`src/rtl/battleship_pkg.sv`:
```
// Shared types, board limits and helpers for the shot/score interface.
// Latency: n/a (types and pure functions only).
// Backpressure: n/a.
package battleship_pkg;

  typedef enum logic [1:0] {
    RES_MISS = 2'b00,
    RES_NEAR = 2'b01,
    RES_HIT  = 2'b10
  } shot_result_t;

  typedef enum logic [1:0] {
    IDLE     = 2'd0,
    CHECK    = 2'd1,
    SEND     = 2'd2,
    WAIT_RES = 2'd3
  } launcher_state_t;

  localparam logic [3:0] COORD_MIN = 4'd1;
  localparam logic [3:0] COORD_MAX = 4'd10;
  localparam logic [7:0] BCD_MAX   = 8'h99;

  // True when a single coordinate lies on the 10x10 board.
  function automatic logic coord_ok(input logic [3:0] c);
    return (c >= COORD_MIN) && (c <= COORD_MAX);
  endfunction

  // Two-digit BCD increment that sticks at 99.
  function automatic logic [7:0] bcd_inc_sat(input logic [7:0] v);
    logic [7:0] r;
    if (v == BCD_MAX) begin
      r = v;
    end else if (v[3:0] == 4'd9) begin
      r = {v[7:4] + 4'd1, 4'd0};
    end else begin
      r = {v[7:4], v[3:0] + 4'd1};
    end
    return r;
  endfunction

  // Linear cell number 0..99 for on-board coordinates (row-major, 1-based inputs).
  function automatic logic [6:0] cell_index(input logic [3:0] cx, input logic [3:0] cy);
    logic [6:0] row;
    logic [6:0] col;
    row = {3'b000, cy} - 7'd1;
    col = {3'b000, cx} - 7'd1;
    return (row * 7'd10) + col;
  endfunction

endpackage

```
`src/rtl/button_conditioner.sv`:
```
// Synchronizes and debounces the raw active-low FIRE key; emits one pulse per press.
// Latency: pulse 2 sync cycles + DEBOUNCE_CYCLES stable samples + 1 cycle after the key settles.
// Backpressure: none; the pulse is not held, the consumer must act on it in that cycle.
//
// Ports: clock, reset_L (async active-low), fire_L (raw key, asynchronous),
//        fire_pulse (1-cycle strobe on released->pressed of the debounced level).
module button_conditioner #(
  parameter int DEBOUNCE_CYCLES = 16
) (
  input  logic clock,
  input  logic reset_L,
  input  logic fire_L,
  output logic fire_pulse
);

  localparam int CW = (DEBOUNCE_CYCLES > 1) ? $clog2(DEBOUNCE_CYCLES) : 1;
  localparam logic [CW-1:0] CNT_LAST = CW'(DEBOUNCE_CYCLES - 1);

  logic          sync1_q, sync1_d;
  logic          sync2_q, sync2_d;
  logic          level_q, level_d;   // debounced key level, 1 = released
  logic          pulse_q, pulse_d;
  logic [CW-1:0] cnt_q,   cnt_d;

  always_comb begin
    sync1_d = fire_L;
    sync2_d = sync1_q;
    level_d = level_q;
    cnt_d   = '0;
    // The counter only runs while the synchronized sample disagrees with the
    // debounced level; any agreeing sample restarts the stability window.
    if (sync2_q != level_q) begin
      if (cnt_q == CNT_LAST) begin
        level_d = sync2_q;
      end else begin
        cnt_d = cnt_q + 1'b1;
      end
    end
    pulse_d = level_q & ~level_d;
  end

  always_ff @(posedge clock or negedge reset_L) begin
    if (!reset_L) begin
      sync1_q <= 1'b1;
      sync2_q <= 1'b1;
      level_q <= 1'b1;
      pulse_q <= 1'b0;
      cnt_q   <= '0;
    end else begin
      sync1_q <= sync1_d;
      sync2_q <= sync2_d;
      level_q <= level_d;
      pulse_q <= pulse_d;
      cnt_q   <= cnt_d;
    end
  end

  assign fire_pulse = pulse_q;

endmodule

```
`src/rtl/shot_launcher.sv`:
```
// Turns a debounced FIRE press plus X/Y/big switches into one validated shot for the scorer.
// Latency: shot_valid two cycles after the internal fire pulse; result retires the shot.
// Backpressure: shot_valid/payload held until shot_ready; presses while busy are dropped.
//
// Ports: clock, reset_L (async active-low); fire_L raw key; x/y/big shot switches;
//        shot_valid/shot_ready/shot_x/shot_y/shot_big to scorer; result_valid/result back;
//        last_result, bad_shot, big_left, hit_bcd (two BCD digits), busy status.
// Build option: define SHOT_REPEAT_CHECK_EN to reject shots at already-fired cells.
module shot_launcher
  import battleship_pkg::*;
#(
  parameter int DEBOUNCE_CYCLES = 16,
  parameter int BIG_BOMBS_INIT  = 2
) (
  input  logic       clock,
  input  logic       reset_L,
  input  logic       fire_L,
  input  logic [3:0] x,
  input  logic [3:0] y,
  input  logic       big,
  output logic       shot_valid,
  input  logic       shot_ready,
  output logic [3:0] shot_x,
  output logic [3:0] shot_y,
  output logic       shot_big,
  input  logic       result_valid,
  input  logic [1:0] result,
  output logic [1:0] last_result,
  output logic       bad_shot,
  output logic [1:0] big_left,
  output logic [7:0] hit_bcd,
  output logic       busy
);

  localparam logic [1:0] BIG_INIT = (BIG_BOMBS_INIT > 3) ? 2'd3 : 2'(BIG_BOMBS_INIT);

  logic fire_pulse;

  button_conditioner #(
    .DEBOUNCE_CYCLES(DEBOUNCE_CYCLES)
  ) u_cond (
    .clock      (clock),
    .reset_L    (reset_L),
    .fire_L     (fire_L),
    .fire_pulse (fire_pulse)
  );

  launcher_state_t state_q, state_d;
  logic [3:0]      shot_x_q, shot_x_d;
  logic [3:0]      shot_y_q, shot_y_d;
  logic            shot_big_q, shot_big_d;
  shot_result_t    last_result_q, last_result_d;
  logic            bad_shot_q, bad_shot_d;
  logic [1:0]      big_left_q, big_left_d;
  logic [7:0]      hit_bcd_q, hit_bcd_d;
  logic            coords_ok;
  logic            repeat_hit;
  logic            illegal;

`ifdef SHOT_REPEAT_CHECK_EN
  logic [99:0] map_q, map_d;
  logic [6:0]  cell_idx;
`endif

  always_comb begin
    state_d       = state_q;
    shot_x_d      = shot_x_q;
    shot_y_d      = shot_y_q;
    shot_big_d    = shot_big_q;
    last_result_d = last_result_q;
    bad_shot_d    = bad_shot_q;
    big_left_d    = big_left_q;
    hit_bcd_d     = hit_bcd_q;
    coords_ok     = coord_ok(shot_x_q) && coord_ok(shot_y_q);
`ifdef SHOT_REPEAT_CHECK_EN
    map_d      = map_q;
    cell_idx   = cell_index(shot_x_q, shot_y_q);
    // Gate on coords_ok so an off-board shot never indexes past the map.
    repeat_hit = coords_ok && map_q[cell_idx];
`else
    repeat_hit = 1'b0;
`endif
    illegal = !coords_ok || (shot_big_q && (big_left_q == 2'd0)) || repeat_hit;

    unique case (state_q)
      IDLE: begin
        if (fire_pulse) begin
          shot_x_d   = x;
          shot_y_d   = y;
          shot_big_d = big;
          state_d    = CHECK;
        end
      end
      CHECK: begin
        if (illegal) begin
          bad_shot_d = 1'b1;
          state_d    = IDLE;
        end else begin
          bad_shot_d = 1'b0;
          // Legality already guarantees a nonzero budget for a big shot.
          if (shot_big_q) begin
            big_left_d = big_left_q - 2'd1;
          end
          state_d = SEND;
        end
      end
      SEND: begin
        if (shot_ready) begin
`ifdef SHOT_REPEAT_CHECK_EN
          map_d[cell_idx] = 1'b1;
`endif
          state_d = WAIT_RES;
        end
      end
      WAIT_RES: begin
        if (result_valid) begin
          last_result_d = (result == 2'b11) ? RES_MISS : shot_result_t'(result);
          if (result == RES_HIT) begin
            hit_bcd_d = bcd_inc_sat(hit_bcd_q);
          end
          state_d = IDLE;
        end
      end
      default: state_d = IDLE;
    endcase
  end

  always_ff @(posedge clock or negedge reset_L) begin
    if (!reset_L) begin
      state_q       <= IDLE;
      shot_x_q      <= 4'd0;
      shot_y_q      <= 4'd0;
      shot_big_q    <= 1'b0;
      last_result_q <= RES_MISS;
      bad_shot_q    <= 1'b0;
      big_left_q    <= BIG_INIT;
      hit_bcd_q     <= 8'h00;
`ifdef SHOT_REPEAT_CHECK_EN
      map_q         <= '0;
`endif
    end else begin
      state_q       <= state_d;
      shot_x_q      <= shot_x_d;
      shot_y_q      <= shot_y_d;
      shot_big_q    <= shot_big_d;
      last_result_q <= last_result_d;
      bad_shot_q    <= bad_shot_d;
      big_left_q    <= big_left_d;
      hit_bcd_q     <= hit_bcd_d;
`ifdef SHOT_REPEAT_CHECK_EN
      map_q         <= map_d;
`endif
    end
  end

  assign shot_valid  = (state_q == SEND);
  assign busy        = (state_q != IDLE);
  assign shot_x      = shot_x_q;
  assign shot_y      = shot_y_q;
  assign shot_big    = shot_big_q;
  assign last_result = last_result_q;
  assign bad_shot    = bad_shot_q;
  assign big_left    = big_left_q;
  assign hit_bcd     = hit_bcd_q;

endmodule

```
`config.mk`:
```
export PLATFORM = sky130hd
export DESIGN_NAME = shot_launcher
export DESIGN_NICKNAME = d
export VERILOG_FILES = /design/src/rtl/battleship_pkg.sv /design/src/rtl/button_conditioner.sv /design/src/rtl/shot_launcher.sv
export SDC_FILE = /design/constraint.sdc
export NUM_CORES = 1
export LEC_CHECK = 0
export ABC_AREA = 1
export CAP_MARGIN = 20
export CORE_UTILIZATION = 40
export CTS_BUF_LIST = sky130_fd_sc_hd__clkbuf_16
export DETAILED_ROUTE_END_ITERATION = 16
export DONT_BUFFER_PORTS = 1
export GPL_ROUTABILITY_DRIVEN = 0
export SYNTH_ARGS = -nofsm -noshare
export SYNTH_HDL_FRONTEND = slang
export SYNTH_SLANG_ARGS = --single-unit
```
`constraint.sdc`:
```
create_clock -name clock -period 1.64 [get_ports clock]
set_input_delay 0.492 -clock clock [delete_from_list [all_inputs] [get_ports clock]]
set_output_delay 0.492 -clock clock [all_outputs]
set_load 0.1 [all_outputs]
```
# Yosys cells after proc, flatten, opt, wreduce, memory -nomap -nowiden
# Index checks and enable logic that the tools add are counted.
# Widths: inputs -> output; s select.
# classes
addsub,4
order_cmp,4
n_eq_ne,12
mux,12
bitwise,4
n_reduce_logical,15
# op_table
cell,n
$add 4x1->4 const B,3
$mux 4,3
$mux 2,5
$eq 2x2->1 const B,4
$eq 4x4->1 const B,2
$eq 8x8->1 const B,1
$ge 4x1->1 const B,2
$le 4x4->1 const B,2
$pmux 2 s4,1
$reduce_and 3->1,2
$reduce_and 5->1,1
$logic_and 1x1->1,4
$logic_not 2->1,2
$ne 2x1->1 const B,2
$reduce_and 2->1,2
$reduce_and 4->1,1
$mux 1,3
$not 1->1,3
$eq 2x1->1 const B,1
$ne 2x2->1 const B,1
$reduce_bool 2->1,1
$sub 2x1->2 const B,1
$and 1x1->1,1
$logic_not 1->1,1
2 further kinds,2
# totals
reg_bits,32
in_bits,16
out_inout_bits,24
wordCells,65

# Logic depth before layout (Yosys ltp)
# depth
word_depth,7
mapped_depth,9

# Cells and area by module
# Synthesis repeated with hierarchy kept, for this count alone.
# unflattened
hier_cells,172
hier_area_um2,1601.5
# by_module_without_submodules
module,n_inst,cells_each,area_each_um2,seq_area_each_um2
shot_launcher,1,141,1267.5,601.8
button_conditioner,1,31,334.1,203.9

# Worst setup path after synthesis
# Ideal clock, no wire load.
# synth_path
path_kind,reg-to-output
startpoint,reg with a tool-made name
endpoint,out shot_valid
arrival_time_ns,1.767
slack_ns,-0.619
path_stages_with_launch,3
n_path_buf,0
cell_sequence,dfrtp_1 inv_1 nor2_1
# synth_lines
element,line,rtl
end: declaration,shot_launcher.sv:21,"output logic shot_valid,"

# Worst setup path after layout
# layout_path
startpoint,"reg big_left_q[1], in the netlist big_left[1]"
endpoint,out big_left[1]
# layout_lines
element,line,rtl
start: declaration,shot_launcher.sv:54,"logic [1:0] big_left_q, big_left_d;"
start signal: assignment,shot_launcher.sv:148,big_left_q <= big_left_d;
end: declaration,shot_launcher.sv:30,"output logic [1:0] big_left,"
# No word-level cell between the ends.

==> metrics.md <==
| Metric | Value |
|---|---|
| Register area share after synthesis | 51.5% |
| H-tree level count | 2 |
| DR pass1 iterations | 3 |
| Clock transition at path regs | 50 ps |
| Initial DRC Count | 32 |
| CP Launch Type | flip-flop |
| CTS tree | done |
| Area leader, netlist | dfrtp_1 |
| FF-to-FF path depth | 9 |
| VDD IR-drop max | 555 µV |
| Tcrit/Tclk final | 97.9% |
| DR DRC count | 0 |
| RR Endpoint | big_left[1]$_DFFE_PN1P_ |
| Setup TNS after final layout | 0 ps |
| Synth top cells by count | nand2_1 (33), dfrtp_1 (28), nor2_1 (20) |
| Post-DP HPWL | 2270 µm |
| Die Height | 64.5 µm |
| Final Instance Area | 0.00200 mm² |
| Largest net degree at the start of global routing | 29 |
| Share of layout cells above drive strength 1 | 35.5% |
| Synth top area cells | dfrtp_1 (45%), nand2_1 (7.9%), dfstp_2 (6.7%) |
| Count of unique library cells instantiated by Yosys | 25 |
| Core area | 0.00372 mm² |
| Antenna Cells | 0 |
| Yosys reg bits | 32 |
| Crit-path max FO | 2 |
| Clock Tree Root | clkbuf_16 |
| Dpl cell area | 0.00183 mm² |
| Clk_skew | 4.88 ps |
| CP peak stage delay | 620 ps |
| Final setup viols | 0 |
| Via-to-Cell Ratio | 4.68 |
| Min Tclk post-route | 1610 ps |
| P_leak | 0.00101 µW |
| CP Class | reg2out |
| Post-Syn Area | 0.00156 mm² |
| Gr usage total | 16.3% |
| Synth top area share | 44.8% |
| I/O Buffers | 0 |
| Clk_lat worst skew | 270 ps |
| Reg2reg start | big_left[1]$_DFFE_PN1P_ |
| Mapped Cells | 165 |
| Row Count | 22 |
| Class of the worst hold path | in2async |
| PwrDens | 1920 mW/mm² |
| Syn_nets | 185 |
| RSZ-0062 raised after global routing | true |
| Hold Violations, Final | 0 |
| Clk buf depth | 2 |
| Via count | 1147 |
| Slowest-stage cell, CP | dfstp_4 |
| Die area | 0.00416 mm² |
| Max_cap viols | 0 |
| Syn-to-layout area delta | 27.9% |
| CP Cell Sequence | buf_6 |
| Die W | 64.5 µm |
| Critical path data required time | 1150 ps |
| Crit path buffers/inverters | 1 |
| Status | finished, final reports clean |
| Main synth FF type | dfrtp_1 |
| FF-to-FF setup slack | 140 ps |
| Post-layout util | 53.8% |
| First-pass GRT wire length | 5120 µm |
| Vias in the first global route | 1138 |
| Gr ovfl total | 0 |
| Post-Route WL | 2980 µm |
| Slew Viols, Final | 0 |
| CP startpoint | big_left[1]$_DFFE_PN1P_ |
| Critical Path AT | 1110 ps |
| Mean Syn Cell Area | 9.48 µm² |
| CP Capture Type | primary output |
| Post-route ant nets | 0 |
| Top-count cell post-synth | nand2_1 |
| Slew @ Worst Pin | 409 ps |
| Avg WL per Cell | 12.2 µm |
| Crit path setup slack, layout | 33.9 ps |
| Ports | 40 |
| Synth async-reset ratio | 100% |
| CP top delay family | flip-flops |
| Clk sinks | 32 |
| Yosys warnings | 0 |
| Fmax | 623 MHz |
| Dpl ws | 132 ps |
| Total CTS buffers | 5 |
| # nets final | 216 |
| EDFF count, synth | 0 |
| Antenna violations before repair | 0 |
| Initial core utilization | 42.1% |
| Relative slew slack | 72.7% |
[per-layer routing]
| layer | up-vias | wire length [µm] | GRT usage [%] |
|---|---|---|---|
| li1 | 585 | - | - |
| met1 | 532 | 1250 | 18.2 |
| met2 | 24 | 1510 | 27.9 |
| met3 | 6 | 179 | 5.99 |
| met4 | 0 | 43 | 6.67 |
| met5 | - | 0 | 0 |
[area by class of cell]
cell class | count | area (µm²)
inverter | 19 | 71.3
clock buffer | 5 | 125
clock inverter | 3 | 11.3
tap | 48 | 60.1
sequential | 32 | 825
timing repair buffer | 26 | 236
multi-input combinational | 112 | 672
fill | 333 | 1720
[how the worst max path moves through the flow]
stage,endpoint,slack (ps),cells after the start
6_report,big_left[1],30,1
5_1_grt,big_left[0]$_DFFE_PN0P_,-10,9
4_1_cts,busy,20,3
3_5_place_dp,big_left[0]$_DFFE_PN0P_,130,9
3_3_place_gp,big_left[0]$_DFFE_PN0P_,190,9
2_1_floorplan,big_left[0]$_DFFE_PN0P_,-5,9
[placed cells by master (no fill, tap or decap), drive strengths merged]
cell type	instances
nand2	37
dfrtp	28
buf	26
nor2	26
inv	21
nand3	13
mux2	7
o21ai	7
clkbuf	5
a21oi	4
ha	4
xor2	4
dfstp	4
xnor2	3
nand3b	3
nor3	2
o21bai	1
o22ai	1
clkinv	1
[what timing repair did]
action,in CTS,in global routing
pin swaps,0,2
buffers inserted,0,1
hold buffers,1,0
endpoints found under the setup margin,3,4
hold endpoints to repair,28,0
resized for setup,3,2
[sequential cells by signal, summed over array words and instances (netlist names), named ones only]
name	cells
shot_y	4
u_cond.sync2_q	1
state_q	1
big_left	2
u_cond.fire_pulse	1
u_cond.sync1_q	1
u_cond.level_q	1
u_cond.cnt_q	4
last_result	2
shot_big	1
hit_bcd	8
bad_shot	1
shot_x	4
[stage by stage]
stage               cells  total power (µW)  hold WS [ps]
detailed placement    235              2960           197
finish                245              3840          33.7
floorplan             165              2570           196
global route          245              4020          41.9
CTS                   244              3840          42.2
global placement      235              2930           197
[power by group]
| group | leakage [µW] | total [µW] | internal (µW) | switching [µW] |
|---|---|---|---|---|
| registers | 0.000377 | 1110 | 970 | 144 |
| logic | 0.000559 | 1880 | 451 | 1430 |
| clock network | 0.0000738 | 842 | 543 | 299 |
[kinds of logic (layout without fill, tap and decap cells)]
group           Yosys count  in the layout  share of synthesized area [%]
xor+xnor                  7              7                           4.40
fa+ha+maj                 4              4                           3.20
compound gates           13             13                           4.40
mux                       7              7                           5.04
buf+inv                  21             53                           6.00
simple gates             81             81                           25.4
flops                    32             32                           51.5
[worst reg2reg max path, cell delays in order (launching register included)]
cell and delay [ps]:
dfstp_4 620, inv_2 30, ha_1 170, nand2_1 80, inv_1 40, nor2_1 90
nand3_1 120, nor2_2 140, nand3_1 80, nand2_1 80
Note: power is estimated with default switching activity, not from simulation.
